### src/rtl/ultra_meas_ctrl_pkg.sv
// Shared types and 25 MHz default timing for the HC-SR04 measurement sequencer.
// State encodings are fixed because they are exported on state_dbg.
package ultra_meas_ctrl_pkg;

    typedef enum logic [2:0] {
        ST_IDLE      = 3'd0,
        ST_TRIG      = 3'd1,
        ST_WAIT_ECHO = 3'd2,
        ST_MEASURE   = 3'd3,
        ST_HOLDOFF   = 3'd4
    } state_e;

    localparam int DEF_CNT_W           = 22;
    localparam int DEF_TRIG_CYCLES     = 250;
    localparam int DEF_TIMEOUT_CYCLES  = 250000;
    localparam int DEF_MAX_ECHO_CYCLES = 950000;
    localparam int DEF_HOLDOFF_CYCLES  = 1500000;

    function automatic int max3(input int a, input int b, input int c);
        int m;
        m = (a > b) ? a : b;
        return (m > c) ? m : c;
    endfunction

endpackage

### src/rtl/ultra_meas_ctrl_sync_edge.sv
// Two-flop synchronizer for an asynchronous level, with one-cycle rise/fall
// pulses derived from a registered copy of the synchronized level.
module ultra_sync_edge (
    input  logic clk,
    input  logic rst_n,
    input  logic din,
    output logic dout,
    output logic rise,
    output logic fall
);

    logic [1:0] sync_q, sync_d;
    logic       prev_q, prev_d;

    always_comb begin
        sync_d = {sync_q[0], din};
        prev_d = sync_q[1];
    end

    always_ff @(posedge clk or negedge rst_n) begin
        if (!rst_n) begin
            sync_q <= 2'b00;
            prev_q <= 1'b0;
        end else begin
            sync_q <= sync_d;
            prev_q <= prev_d;
        end
    end

    assign dout = sync_q[1];
    assign rise = sync_q[1] & ~prev_q;
    assign fall = ~sync_q[1] & prev_q;

endmodule

### src/rtl/ultra_meas_ctrl.sv
// HC-SR04 measurement sequencer: trigger pulse, echo wait with timeout,
// echo-width timing with saturation, and a quiet holdoff between shots.
module ultra_meas_ctrl
    import ultra_meas_ctrl_pkg::*;
#(
    parameter int CNT_W           = DEF_CNT_W,
    parameter int TRIG_CYCLES     = DEF_TRIG_CYCLES,
    parameter int TIMEOUT_CYCLES  = DEF_TIMEOUT_CYCLES,
    parameter int MAX_ECHO_CYCLES = DEF_MAX_ECHO_CYCLES,
    parameter int HOLDOFF_CYCLES  = DEF_HOLDOFF_CYCLES
) (
    input  logic             clk_in,
    input  logic             rst_n,
    input  logic             en,
    input  logic             echo,
    output logic             trigger,
    output logic             busy,
    output logic             valid,
    output logic             timeout,
    output logic [CNT_W-1:0] echo_cycles,
    output logic [2:0]       state_dbg
);

    if ((64'd1 << CNT_W) <= 64'(max3(TIMEOUT_CYCLES, MAX_ECHO_CYCLES, HOLDOFF_CYCLES)))
    begin : g_cnt_w_too_narrow
        $error("ultra_meas_ctrl: CNT_W cannot hold the largest timing limit");
    end

    // Counters compare against "limit - 1" so each phase lasts exactly limit cycles.
    localparam logic [CNT_W-1:0] TRIG_LAST    = CNT_W'(TRIG_CYCLES - 1);
    localparam logic [CNT_W-1:0] TIMEOUT_LAST = CNT_W'(TIMEOUT_CYCLES - 1);
    localparam logic [CNT_W-1:0] MAX_LAST     = CNT_W'(MAX_ECHO_CYCLES - 1);
    localparam logic [CNT_W-1:0] MAX_ECHO     = CNT_W'(MAX_ECHO_CYCLES);
    localparam logic [CNT_W-1:0] HOLD_LAST    = CNT_W'(HOLDOFF_CYCLES - 1);
    localparam logic [CNT_W-1:0] CNT_ONE      = CNT_W'(1);

    logic echo_s, echo_rise, echo_fall;

    ultra_sync_edge u_echo_sync (
        .clk   (clk_in),
        .rst_n (rst_n),
        .din   (echo),
        .dout  (echo_s),
        .rise  (echo_rise),
        .fall  (echo_fall)
    );

    state_e           state_q, state_d;
    logic [CNT_W-1:0] cnt_q, cnt_d;
    logic [CNT_W-1:0] echo_cycles_q, echo_cycles_d;
    logic             trigger_q, trigger_d;
    logic             busy_q, busy_d;
    logic             valid_q, valid_d;
    logic             timeout_q, timeout_d;

    always_comb begin
        state_d       = state_q;
        cnt_d         = cnt_q;
        echo_cycles_d = echo_cycles_q;
        valid_d       = 1'b0;
        timeout_d     = timeout_q;
        case (state_q)
            ST_IDLE: begin
                if (en) begin
                    state_d = ST_TRIG;
                    cnt_d   = '0;
                end
            end
            ST_TRIG: begin
                if (cnt_q == TRIG_LAST) begin
                    state_d = ST_WAIT_ECHO;
                    cnt_d   = '0;
                end else begin
                    cnt_d = cnt_q + CNT_ONE;
                end
            end
            ST_WAIT_ECHO: begin
                // Only a fresh rise counts; a level already high on entry never pulses.
                if (echo_rise) begin
                    state_d = ST_MEASURE;
                    cnt_d   = CNT_ONE;
                end else if (cnt_q == TIMEOUT_LAST) begin
                    state_d   = ST_HOLDOFF;
                    cnt_d     = '0;
                    valid_d   = 1'b1;
                    timeout_d = 1'b1;
                end else begin
                    cnt_d = cnt_q + CNT_ONE;
                end
            end
            ST_MEASURE: begin
                if (echo_fall) begin
                    state_d       = ST_HOLDOFF;
                    cnt_d         = '0;
                    echo_cycles_d = cnt_q;
                    valid_d       = 1'b1;
                    timeout_d     = 1'b0;
                end else if (cnt_q == MAX_LAST) begin
                    state_d       = ST_HOLDOFF;
                    cnt_d         = '0;
                    echo_cycles_d = MAX_ECHO;
                    valid_d       = 1'b1;
                    timeout_d     = 1'b1;
                end else begin
                    cnt_d = cnt_q + CNT_ONE;
                end
            end
            ST_HOLDOFF: begin
                // Counter parks at its limit while a stuck echo keeps us here.
                if (cnt_q >= HOLD_LAST) begin
                    if (!echo_s) begin
                        state_d = ST_IDLE;
                        cnt_d   = '0;
                    end
                end else begin
                    cnt_d = cnt_q + CNT_ONE;
                end
            end
            default: begin
                state_d = ST_IDLE;
                cnt_d   = '0;
            end
        endcase
        trigger_d = (state_d == ST_TRIG);
        busy_d    = (state_d != ST_IDLE);
    end

    always_ff @(posedge clk_in or negedge rst_n) begin
        if (!rst_n) begin
            state_q       <= ST_IDLE;
            cnt_q         <= '0;
            echo_cycles_q <= '0;
            trigger_q     <= 1'b0;
            busy_q        <= 1'b0;
            valid_q       <= 1'b0;
            timeout_q     <= 1'b0;
        end else begin
            state_q       <= state_d;
            cnt_q         <= cnt_d;
            echo_cycles_q <= echo_cycles_d;
            trigger_q     <= trigger_d;
            busy_q        <= busy_d;
            valid_q       <= valid_d;
            timeout_q     <= timeout_d;
        end
    end

    assign trigger     = trigger_q;
    assign busy        = busy_q;
    assign valid       = valid_q;
    assign timeout     = timeout_q;
    assign echo_cycles = echo_cycles_q;
    assign state_dbg   = state_q;

endmodule

### config.mk
export PLATFORM = sky130hd
export DESIGN_NAME = ultra_meas_ctrl
export DESIGN_NICKNAME = d
export VERILOG_FILES = /design/src/rtl/ultra_meas_ctrl_pkg.sv /design/src/rtl/ultra_meas_ctrl_sync_edge.sv /design/src/rtl/ultra_meas_ctrl.sv
export SDC_FILE = /design/constraint.sdc
export NUM_CORES = 1
export LEC_CHECK = 0
export CAP_MARGIN = 20
export CORE_MARGIN = 4
export CORE_UTILIZATION = 55
export CTS_BUF_LIST = sky130_fd_sc_hd__clkbuf_4 sky130_fd_sc_hd__clkbuf_8 sky130_fd_sc_hd__clkbuf_16
export DETAILED_ROUTE_END_ITERATION = 10
export PLACE_DENSITY = 0.79
export REMOVE_ABC_BUFFERS = 1
export SETUP_SLACK_MARGIN = 0.3
export SYNTH_ARGS = -nofsm -noshare
export SYNTH_HDL_FRONTEND = slang
export SYNTH_HIERARCHICAL = 1
export SYNTH_SLANG_ARGS = --single-unit
export TNS_END_PERCENT = 1
### constraint.sdc
create_clock -name clk_in -period 3.65 [get_ports clk_in]
set_input_delay 0.73 -clock clk_in [delete_from_list [all_inputs] [get_ports clk_in]]
set_output_delay 0.73 -clock clk_in [all_outputs]
set_load 0.01 [all_outputs]
## Word level (Yosys, flattened, before mapping)

Index checks and enable logic that the tools add are counted.

| word-level totals | value |
|---|---|
| bits in registers | 54 |
| logic and storage cells | 65 |

| operators by class | value |
|---|---|
| add/sub/neg operators | 1 |
| bitwise operators | 4 |
| reduce and logical (&&, ||, !) cells | 7 |
| multiplexer cells | 30 |
| magnitude comparators | 1 |
| eq/ne operators | 13 |

Operator list:

| cell | count |
|---|---|
| 22-bit 2-to-1 mux | 10 |
| 22-bit case mux with 5 select lines | 1 |
| 3-bit 2-to-1 mux | 8 |
| 22-bit by 1-bit adder with 22-bit output (second input constant) | 1 |
| 22-bit by 18-bit equality test with 1-bit output (second input constant) | 1 |
| 22-bit by 20-bit equality test with 1-bit output (second input constant) | 1 |
| 22-bit by 8-bit equality test with 1-bit output (second input constant) | 1 |
| 22-bit by 21-bit >= comparator with 1-bit output (second input constant) | 1 |
| 3-bit case mux with 5 select lines | 1 |
| 1-bit 2-to-1 mux | 8 |
| 3-bit by 1-bit equality test with 1-bit output (second input constant) | 2 |
| 3-bit by 2-bit equality test with 1-bit output (second input constant) | 2 |
| 2-bit inequality test (second input constant) | 3 |
| 3-bit inequality test (second input constant) | 2 |
| 1-bit case mux with 2 select lines | 2 |
| 2-bit AND reduction | 2 |
| 4-bit AND reduction | 1 |
| 2-bit nonzero test | 2 |
| 3-bit equality test (second input constant) | 1 |
| 3-bit zero test | 1 |
| 3-bit nonzero test | 1 |
| 1-bit AND | 2 |
| 1-bit inverter | 2 |

## Longest topological paths before layout

| logic depth | value |
|---|---|
| word-level depth | 5 |
| gate-level depth with buffers | 9 |
| gate-level depth less buffers | 8 |

## Modules after synthesis

The synthesis kept the hierarchy.

By module, submodules not included:

| module | cells each | area an instance (µm²) | instances |
|---|---|---|---|
| ultra_meas_ctrl | 295 | 2766.4 | 1 |
| ultra_sync_edge | 5 | 90.1 | 1 |

## Worst setup path after synthesis

Ideal clock, no wire load.

| timing path | value |
|---|---|
| kind | reg-to-reg |
| from | register cnt_q[16] |
| to | register cnt_q[6] |
| setup slack | 1.519 ns |
| buffers on the path | 2 |
| data arrival time | 2.009 ns |
| cell stages (with the launch flop) | 9 |
| required time | 3.529 ns |
| cell sequence | dfrtp_1 > buf_4 > or3b_1 > or3_4 > o31ai_4 > o211ai_4 > buf_6 > o22ai_2 > nand2_1 |

| between the ends | value |
|---|---|
| cells in the longest elaborated chain, start to end | 4 |
| elaborated cells on any way between the ends | 13 |
| classes of those cells | 1 x order compare; 4 x eq/ne; 7 x mux; 1 x reduce/logical |

Ends and longest elaborated chain:

| what | RTL line | RTL |
|---|---|---|
| start: declaration | ultra_meas_ctrl.sv:49 | `logic [CNT_W-1:0] cnt_q, cnt_d;` |
| start signal: assignment | ultra_meas_ctrl.sv:139 | `cnt_q <= cnt_d;` |
| parallel branches: the longest is 4 deep, another holds 22-bit by 21-bit >= comparator with 1-bit output | - |  |

Parallel ways; which one is timed is not known.
A chain may end at the register's enable or synchronous reset.

## Final worst setup path

| timing path | value |
|---|---|
| from | register cnt_q[16] |
| to | register cnt_q[17] |

| between the ends | value |
|---|---|
| cells in the longest elaborated chain, start to end | 4 |
| elaborated cells on any way between the ends | 14 |
| classes of those cells | 1 x add/sub; 1 x order compare; 4 x eq/ne; 7 x mux; 1 x reduce/logical |

Ends and longest elaborated chain:

| what | RTL line | RTL |
|---|---|---|
| 22-bit by 1-bit adder with 22-bit output (tied with other cells) | - |  |
| 22-bit 2-to-1 mux, on equally long branches | ultra_meas_ctrl.sv:98, ultra_meas_ctrl.sv:82 |  |
| 22-bit 2-to-1 mux, on equally long branches | ultra_meas_ctrl.sv:92, ultra_meas_ctrl.sv:79 |  |
| 22-bit case mux with 5 select lines | ultra_meas_ctrl.sv:62 | `case (state_q)` |

Parallel ways exist; a longest one is shown, timed or not.

==> impl_metrics.toml <==
[critical_path]
path_depth = 6
cp_top_family = "simple AND/OR/NAND/NOR gates"
path_cells = "or3b_1 -> or3_4 -> o31ai_4 -> o211ai_4 -> nor2_4 -> o211ai_1"
reg2reg_slack_ns = 1.11
cp_max_fo = 17
cp_num_buf_inv = 0
r2r_start = "cnt_q[16]"
critical_path_class = "reg2reg"
crit_arrival_ns = 2.72
cp.required_ns = 3.83
crit_path_max_incr_delay_ns = 0.51
r2r_cells = 6
crit_slowest_cell = "dfrtp_1"
critPathCaptureType = "register"
crit_end = "cnt_q[17]"
cp-start-kind = "register"
r2r_end = "cnt_q[17]"
crit_start = "cnt_q[16]"

[clocking]
insertion_delay_ns = 0.31
cts-root-buf = "clkbuf_8"
cts_inserted_buffers = 5
cts_max_path_buffers = 2
cts_hold_buf = 0
postCtsSetupBuffers = 0
ctsResizeCount = 0
clkSinkCount = 54
cts_tree = "yes"
cts_max_level = 2
clkTransAtPathRegs_ns = 0.09

[cells_and_area]
mostFrequentLayoutCells = "dfrtp_1 (54), nand2_1 (53), clkdlybuf4s50_1 (31)"
nets = 325
finish.instance_area_mm2 = 0.00327
syn2layout_area_growth_pct = 14.4
drive_above_1_share = 0.0906
antenna_cells = 0
mostFrequentLayoutCell = "dfrtp_1"

[timing]
finalHoldViolCount = 0
tns_ns = 0
skew_ns = 0.00346
slew_headroom = 0.385
worst_hold_slack_ns = 0.353
maxSlewViolCount = 0
setup_viol = 0
fin_crit_sh = 0.696
worstMarginPinSlew_ns = 0.918
fmax_mhz = 394
grt_setup_unrepaired = "no"
min_period_ns = 2.54

[die]
die-area_mm2 = 0.00641
die_h_um = 80.1
dieWidth_um = 80.1
pin_count = 33
core_area_mm2 = 0.00488
start_util = 0.585
fp-row-count = 25

[route]
drcViolationCount = 0
via_per_inst = 5.99
routed_wl_um = 6490
drt_iter0_drc = 154
drtAntennaViolNets = 0
vias = 2318
drt-wirelength-per-cell_um = 16.8
dr.pass1.iters = 4

[placed_design]
post_dp_cell_area_mm2 = 0.00317
port_buffers = 32
place.gp.congestion = 0.865
hpwl_um = 4580

[synth]
synthArstFlopShare = 1.00
syn_area_per_cell_um2 = 9.52
synth-edff-count = 0
synth_ff_type = "dfrtp_1"
syn-cell-area_mm2 = 0.00286
seq_area_frac_synth = 0.473
synth.distinct_cells = 56
yosys_warnings = 6
ys_ff_latch = 54
syn_inst = 300

[global_route]
grt_max_degree = 42
grt_usage = 0.223
antenna_found_initial = 0
grt_pass1_vias = 2273
grt_pass1_wl_um = 11200
grt_remaining_overflow = 0

[status]
outcome = "finished, final reports clean"

[flow_run]
cap_violations = 0

[power]
peakVddDrop_v = 0.000200
leakage_nw = 1.35
total_power_mw = 1.31
power_density_mw_per_mm2 = 402

[worst_hold_path]
hp-class = "reg2reg"
## per-stage QoR
step | setup slack [ns] | std cells | utilization
5_1_grt | 0.873 | 387 | 0.669
4_1_cts | 1.12 | 387 | 0.669
3_5_place_dp | 1.13 | 379 | 0.650
6_report | 1.11 | 387 | 0.669
3_3_place_gp | 1.16 | 379 | 0.650
2_1_floorplan | 1.19 | 278 | -
## cell type report
| cell class | count | area [µm²] |
|---|---|---|
| Tap cell | 67 | 83.8 |
| Fill cell | 405 | 1610 |
| Sequential cell | 54 | 1350 |
| Clock inverter | 1 | 5.00 |
| Clock buffer | 7 | 90.1 |
| Timing Repair Buffer | 34 | 330 |
| Inverter | 4 | 15.0 |
| Multi-Input combinational cell | 220 | 1390 |
## worst min-delay path by stage
stage / startpoint / end / slack [ns] / depth (start not counted)
2_1_floorplan: u_echo_sync/sync_q[0] / u_echo_sync/sync_q[1] / 0.33 / 0
3_3_place_gp: u_echo_sync/sync_q[0] / u_echo_sync/sync_q[1] / 0.33 / 0
3_5_place_dp: u_echo_sync/sync_q[0] / u_echo_sync/sync_q[1] / 0.34 / 0
4_1_cts: u_echo_sync/sync_q[0] / u_echo_sync/sync_q[1] / 0.36 / 0
5_1_grt: u_echo_sync/sync_q[0] / u_echo_sync/sync_q[1] / 0.37 / 0
6_report: u_echo_sync/sync_q[0] / u_echo_sync/sync_q[1] / 0.35 / 0
## synthesized netlist by cell type (2+ instances only)
cell / instances / area [µm²]
xnor2_1: 2 / 17.5
nor4b_1: 2 / 17.5
o22a_1: 12 / 105
nor2_1: 17 / 63.8
or3_1: 2 / 12.5
o21a_1: 3 / 22.5
nor4_1: 4 / 25.0
inv_1: 4 / 15.0
clkbuf_1: 15 / 56.3
and2_1: 8 / 50.1
nor2b_1: 10 / 62.6
nand3_1: 18 / 90.1
nand2_1: 53 / 199
o31a_1: 2 / 17.5
o21ai_0: 3 / 15.0
o21ai_1: 11 / 55.1
o22ai_1: 3 / 18.8
nor3b_1: 2 / 15.0
o22ai_2: 9 / 113
buf_2: 4 / 20.0
ha_1: 2 / 25.0
nor3_1: 8 / 40.0
and3_1: 2 / 12.5
dfrtp_1: 54 / 1350
nand4_1: 3 / 18.8
a22o_1: 8 / 70.1
xor2_1: 3 / 26.3
nand2b_1: 3 / 18.8
o211ai_1: 3 / 22.5
a21oi_1: 4 / 20.0
## registers in the layout, indices dropped and copies added (netlist names)
register            count
busy                    1
cnt_q                  22
echo_cycles            22
state_dbg               3
timeout                 1
trigger                 1
u_echo_sync/prev_q      1
u_echo_sync/sync_q      2
valid                   1
## layer usage
metal	vias to the layer above	part of all wire	GRT usage
met3	12	0.045	0.0471
met4	0	0.018	0.0743
met5	-	0	0
li1	1109	-	-
met1	1133	0.46	0.306
met2	64	0.48	0.353
## logic make-up (layout without fill, tap and decap cells)
logic type | count (synthesis) | after routing | share of synthesized area
xor gates and xnor gates | 5 | 5 | 0.0153
buffers and inverters | 26 | 46 | 0.0399
adders and majority gates | 2 | 2 | 0.00876
muxes | 1 | 1 | 0.00394
and+or+nand+nor | 143 | 143 | 0.257
DFF | 54 | 54 | 0.473
AOI/OAI and AO/OA | 69 | 69 | 0.202
## where the power goes
group          switching [mW]  internal, mW
Sequential              0.116         0.650
Combinational           0.102        0.0971
Clock                   0.187         0.161
No activity file was read; power rests on OpenSTA's default activity.
